File: config.mk
export PLATFORM = sky130hd
export DESIGN_NAME = srt4_digit_recurrence
export DESIGN_NICKNAME = d
export VERILOG_FILES = /design/src/rtl/srt_div_pkg.sv /design/src/rtl/srt4_qsel.sv /design/src/rtl/srt4_digit_recurrence.sv
export SDC_FILE = /design/constraint.sdc
export NUM_CORES = 1
export LEC_CHECK = 0
export BUFFER_PORTS_ARGS = -buffer_cell sky130_fd_sc_hd__buf_2
export CORE_MARGIN = 10
export CORE_UTILIZATION = 58
export CTS_CLUSTER_DIAMETER = 30
export DETAILED_ROUTE_END_ITERATION = 10
export PLACE_DENSITY = 0.86
export SLEW_MARGIN = 10
export SYNTH_ARGS = -nofsm -noshare
export SYNTH_HDL_FRONTEND = slang
export SYNTH_HIERARCHICAL = 1
export SYNTH_SLANG_ARGS = --single-unit
File: constraint.sdc
create_clock -name CLK -period 6.2 [get_ports CLK]
set_input_delay 0.62 -clock CLK [delete_from_list [all_inputs] [get_ports CLK]]
set_output_delay 0.62 -clock CLK [all_outputs]
set_load 0.02 [all_outputs]
File: src/rtl/srt_div_pkg.sv
// Shared constants, digit encodings and FSM state type for the radix-4 SRT divider.
package srt_div_pkg;

    localparam int RADIX = 4;
    localparam int WIDTH = 24;
    localparam int NDIG  = WIDTH / 2;

    localparam logic [2:0] DIG_P2 = 3'b010;
    localparam logic [2:0] DIG_P1 = 3'b001;
    localparam logic [2:0] DIG_0  = 3'b000;
    localparam logic [2:0] DIG_M1 = 3'b111;
    localparam logic [2:0] DIG_M2 = 3'b110;

    typedef enum logic [1:0] {
        IDLE,
        ITER,
        DONE
    } state_t;

endpackage

File: src/rtl/srt4_qsel.sv
// Radix-4 SRT digit selection: compares the shifted residual p against +-d/2 and +-3d/2
// and returns the digit together with the multiple q*d to subtract.
module srt4_qsel #(
    parameter int WW = srt_div_pkg::WIDTH + 5
) (
    input  logic signed [WW-1:0] p,
    input  logic        [WW-1:0] d,
    output logic        [2:0]    digit,
    output logic signed [WW-1:0] qd
);
    import srt_div_pkg::*;

    logic signed [WW-1:0] half_d;
    logic signed [WW-1:0] three_half_d;

    // d carries two spare low zero bits, so both thresholds are exact.
    always_comb begin
        half_d       = $signed(d >> 1);
        three_half_d = $signed(d) + half_d;
        digit        = DIG_0;
        qd           = '0;
        if (p >= three_half_d) begin
            digit = DIG_P2;
            qd    = $signed(d << 1);
        end else if (p >= half_d) begin
            digit = DIG_P1;
            qd    = $signed(d);
        end else if (p >= -half_d) begin
            digit = DIG_0;
            qd    = '0;
        end else if (p >= -three_half_d) begin
            digit = DIG_M1;
            qd    = -$signed(d);
        end else begin
            digit = DIG_M2;
            qd    = -$signed(d << 1);
        end
    end

endmodule

File: src/rtl/srt4_digit_recurrence.sv
// Radix-4 SRT residual recurrence: one quotient digit per cycle, streamed to the
// on-the-fly converter, followed by a done pulse carrying the final residual sign.
module srt4_digit_recurrence #(
    parameter int WIDTH = srt_div_pkg::WIDTH,
    parameter int NDIG  = WIDTH / 2,
    parameter int PW    = 4
) (
    input  logic             CLK,
    input  logic             RST,
    input  logic             start,
    input  logic [WIDTH-1:0] dividend,
    input  logic [WIDTH-1:0] divisor,
    output logic             busy,
    output logic             CE,
    output logic [2:0]       q,
    output logic [2:0]       q_abs,
    output logic [PW-1:0]    pointer,
    output logic             done,
    output logic             rem_neg,
    output logic             err
);
    import srt_div_pkg::*;

    // Residual: 3 integer bits and WIDTH+2 fraction bits; x/4 needs exactly two extra.
    localparam int WW = WIDTH + 5;
    localparam int KW = $clog2(NDIG + 1);
    localparam int SH = $clog2(RADIX);

    state_t                state_q, state_d;
    logic signed [WW-1:0]  w_q, w_d;
    logic        [WW-1:0]  d_q, d_d;
    logic        [KW-1:0]  k_q, k_d;
    logic                  ce_q, ce_d;
    logic        [2:0]     q_q, q_d;
    logic        [2:0]     q_abs_q, q_abs_d;
    logic        [PW-1:0]  pointer_q, pointer_d;
    logic                  rem_neg_q, rem_neg_d;
    logic                  err_q, err_d;

    logic signed [WW-1:0]  p;
    logic        [2:0]     digit;
    logic signed [WW-1:0]  qd;

    assign p = w_q <<< SH;

    srt4_qsel #(.WW(WW)) u_qsel (
        .p     (p),
        .d     (d_q),
        .digit (digit),
        .qd    (qd)
    );

    always_ff @(posedge CLK) begin
        if (RST) begin
            state_q   <= IDLE;
            w_q       <= '0;
            d_q       <= '0;
            k_q       <= '0;
            ce_q      <= 1'b0;
            q_q       <= '0;
            q_abs_q   <= '0;
            pointer_q <= '0;
            rem_neg_q <= 1'b0;
            err_q     <= 1'b0;
        end else begin
            state_q   <= state_d;
            w_q       <= w_d;
            d_q       <= d_d;
            k_q       <= k_d;
            ce_q      <= ce_d;
            q_q       <= q_d;
            q_abs_q   <= q_abs_d;
            pointer_q <= pointer_d;
            rem_neg_q <= rem_neg_d;
            err_q     <= err_d;
        end
    end

    // An extra ITER pass with k == NDIG drains the last registered digit before DONE.
    always_comb begin
        state_d = state_q;
        case (state_q)
            IDLE: begin
                if (start) begin
                    state_d = divisor[WIDTH-1] ? ITER : DONE;
                end
            end
            ITER: begin
                if (k_q == KW'(NDIG)) begin
                    state_d = DONE;
                end
            end
            DONE:    state_d = IDLE;
            default: state_d = IDLE;
        endcase
    end

    always_comb begin
        w_d       = w_q;
        d_d       = d_q;
        k_d       = k_q;
        ce_d      = 1'b0;
        q_d       = q_q;
        q_abs_d   = q_abs_q;
        pointer_d = pointer_q;
        rem_neg_d = rem_neg_q;
        err_d     = err_q;
        case (state_q)
            IDLE: begin
                if (start) begin
                    w_d       = {{(WW-WIDTH){1'b0}}, dividend};
                    d_d       = {3'b000, divisor, 2'b00};
                    k_d       = '0;
                    pointer_d = '0;
                    rem_neg_d = 1'b0;
                    err_d     = ~divisor[WIDTH-1];
                end
            end
            ITER: begin
                if (k_q < KW'(NDIG)) begin
                    ce_d      = 1'b1;
                    q_d       = digit;
                    q_abs_d   = (~digit) + 3'd1;
                    pointer_d = PW'(k_q);
                    w_d       = p - qd;
                    k_d       = k_q + 1'b1;
                end else begin
                    rem_neg_d = w_q[WW-1];
                end
            end
            default: ;
        endcase
    end

    always_comb begin
        busy = (state_q != IDLE);
        done = (state_q == DONE);
        err  = (state_q == DONE) && err_q;
    end

    assign CE      = ce_q;
    assign q       = q_q;
    assign q_abs   = q_abs_q;
    assign pointer = pointer_q;
    assign rem_neg = rem_neg_q;

endmodule

==> impl_results.md <==
- WHS: 0.449 ns
- Final Total Pwr: 4820 µW
- Startpoint Class: register
- Post-synthesis cell count: 1,545
- Cell row count: ~50
- Critical Path AT: around 7.9 ns
- Iter 0 DRT Violations: 2,252
- Port bufs: 65
- Total vias in the final route: approximately 15,000
- Delay of the slowest critical-path stage: around 1.2 ns
- Gr ovfl total: 0
- Status: complete, but fails checks
- Crit. End Element: register
- First-pass GRT wire length: 74.9 mm
- CTS clk-pin slew, worst paths: 0.07 ns
- Unrepaired setup endpoints after global routing: true
- Area grow syn2layout: 38.1%
- Mapped Area: 11,400 µm²
- Shortest period the worst path allows: a little under 8 ns
- DRT Pass-1 Iters: 9
- Clock skew: 0.00799 ns
- Synth area leader: ha_1
- Core ar.: 19,400 µm²
- Commonest non-fill, non-tap cell in the layout: buf_4
- Remaining antenna violation count: 0
- Dominant synthesized flop cell: dfxtp_1
- Period Utilization, post-route: 125%
- Slew Viols, Final: 0
- CTS tree: yes
- Clock buffer count from CTS: 9
- Share of cells above drive strength 1: 29.8%
- Cts hold-fix bufs: 0
- CTS Sinks: 70
- Most frequent cells in the layout: 302 x buf_4, 175 x nand2_1, 169 x ha_1
- DP HPWL: 33.3 mm
- Worst-margin pin slew: between 1 and 1.5 ns
- FMAX: 0.129 GHz
- CP required: around 6.4 ns
- Longest Clk Path Bufs: 2
- Max-cap check violation count: 0
- Register Area: 1440 µm²
- Unique masters post-synth: 84
- Total track usage: around 36%
- Failing checks: negative setup slack
- Worst Hold Path Cells: 2
- DRC: 0
- Seq/Total Area, Yosys: 12.3%
- Diode count: 0
- Crit Path Class: register to register
- Die H: 160 µm
- Worst Hold Class: register to register
- Worst setup margin: -1.53 ns
- Worst slack, placed: -0.669 ns
- Largest net degree at the start of global routing: 70
- CTS root buffer: clkbuf_16
- Most frequent CP cell: buf_4
- Synth warnings: 6
- Number of synthesized register bits: 70
- EDFF count, synth: 0
- Ranking of synthesized cells by area: ha_1 22%, dfxtp_1 12%, xnor2_1 7.0%
- Die Area: 25,700 µm²
- Inst Count DP: 2,130
- Antenna violations before repair: 0
- Slew HR: 4.21%
- WL per Instance: around 23 µm
- GP Congestion: 0.982
- Endpoints failing setup: 25
- VDD IR max: ~0.00025 V
- Slowest CP cell: a222oi_1
- Top-area cell type share of the netlist area: a little over a fifth
- Finished Layout Cells: 2,176
- FFs w/ async S/R, synth: 0%
- Total wire length: 50.6 mm
- Final hold violations: 0
- Multi-input gate area: approximately 10,000 µm²
- Starting density of the core: slightly below 60%
- Pwr/cell area: just over 300 nW/µm²
- # fillers: 1,203
- R2R cell count: 34
- Die width: around 160 µm
- Mapped Avg Cell Area: 7.40 µm²
- Layout Nets: 2,158
- P_leak: 0.00729 µW
- IO Pins: 66
- Crit-path max FO: 7
- Clock Latency Late Sink: 0.35 ns
- Drt via density: approximately 6.7
- H-tree Lvls: 3
- Vias in the first global route: 14,300
- Fin util: approximately 81%
==> report_power, final <==
part           internal (µW)  switching (µW)
Combinational           1660            1940
Sequential               494             126
Clock                    359             238
==> metal layers <==
layer | GRT usage, % | vias up | part of all wire [%]
met1 | 39.7 | 6684 | 35
met4 | 25.7 | 0 | 9.4
met2 | 58.7 | 1093 | 44
met5 | 0 | - | 0
met3 | 8.08 | 422 | 11
li1 | - | 6336 | -
==> per-stage QoR <==
step	instance area, µm²	TNS [ns]
floorplan	11900	-0.146
finish	15800	-26.34
global route	15800	-29.13
detailed placement	14500	-11.94
CTS	15600	-7.57
global placement	14500	-6.48
==> cells in the mapped netlist, drive strengths merged (12+ instances only) <==
master and n:
ha 200, nand2 180, a21oi 143, inv 101, xnor2 92, nor2 87
dfxtp 70, o21ai 62, clkbuf 53, a21o 51, nand4 50, nand3 47
nor3 42, o211ai 42, xor2 28, mux2i 26, nand3b 21, a31oi 18
nor2b 17, o21a 17, and3 16, nand2b 16, a222oi 13, buf 13
and2 12
==> flip-flops by register name, summed over array words and instances (netlist names) <==
register / cells
q: 3
rem_neg: 1
err_q: 1
d_q: 24
pointer: 4
k_q: 4
w_q: 28
CE: 1
state_q: 2
q_abs: 2
==> path summary, 6_finish.rpt <==
check / start / end / slack [ns]
worst max register to register: d_q[2] / w_q[5] / -1.53
worst min register to register: w_q[28] / w_q[28] / 0.45
worst max-delay path: d_q[2] / w_q[5] / -1.53
worst min-delay path: w_q[28] / w_q[28] / 0.45
==> final cells by class <==
| type | instances | share of cell area [%] |
|---|---|---|
| sequential | 70 | 9.10 |
| timing repair buffer | 387 | 18.2 |
| clock inverter | 7 | 0.666 |
| inverter | 101 | 2.51 |
| clock buffer | 9 | 1.43 |
| tap | 265 | 2.10 |
| multi-input combinational | 1337 | 66.0 |
==> worst max-delay path: cells and delay by family (launching register included) <==
kind                     cells  cell delay [ns]
AO/OA/AOI/OAI               11             3.06
flip-flops                   1             0.39
XOR/XNOR                     2             0.30
adder cells (fa/ha/maj)      3             0.88
buffers and inverters        9             1.29
AND/OR/NAND/NOR              9             1.61
==> timing repair <==
item / CTS / global route
pin swaps: 77 / 15
gates cloned: 1 / 0
setup buffers: 24 / 6
setup endpoints to repair: 25 / 27
gates resized for setup: 120 / 31
==> cell families (layout without fill, tap and decap cells) <==
kind of cell,count (synthesis),count (layout),synth area share (%)
xor+xnor,120,120,9.33
fa+ha+maj,201,201,22.1
other cells,1,30,0.0328
mux,26,26,2.28
flops,70,70,12.3
simple gates,537,537,24.0
buf+inv,167,504,5.59
compound gates,423,423,24.5
(Power assumes the default switching activity.)
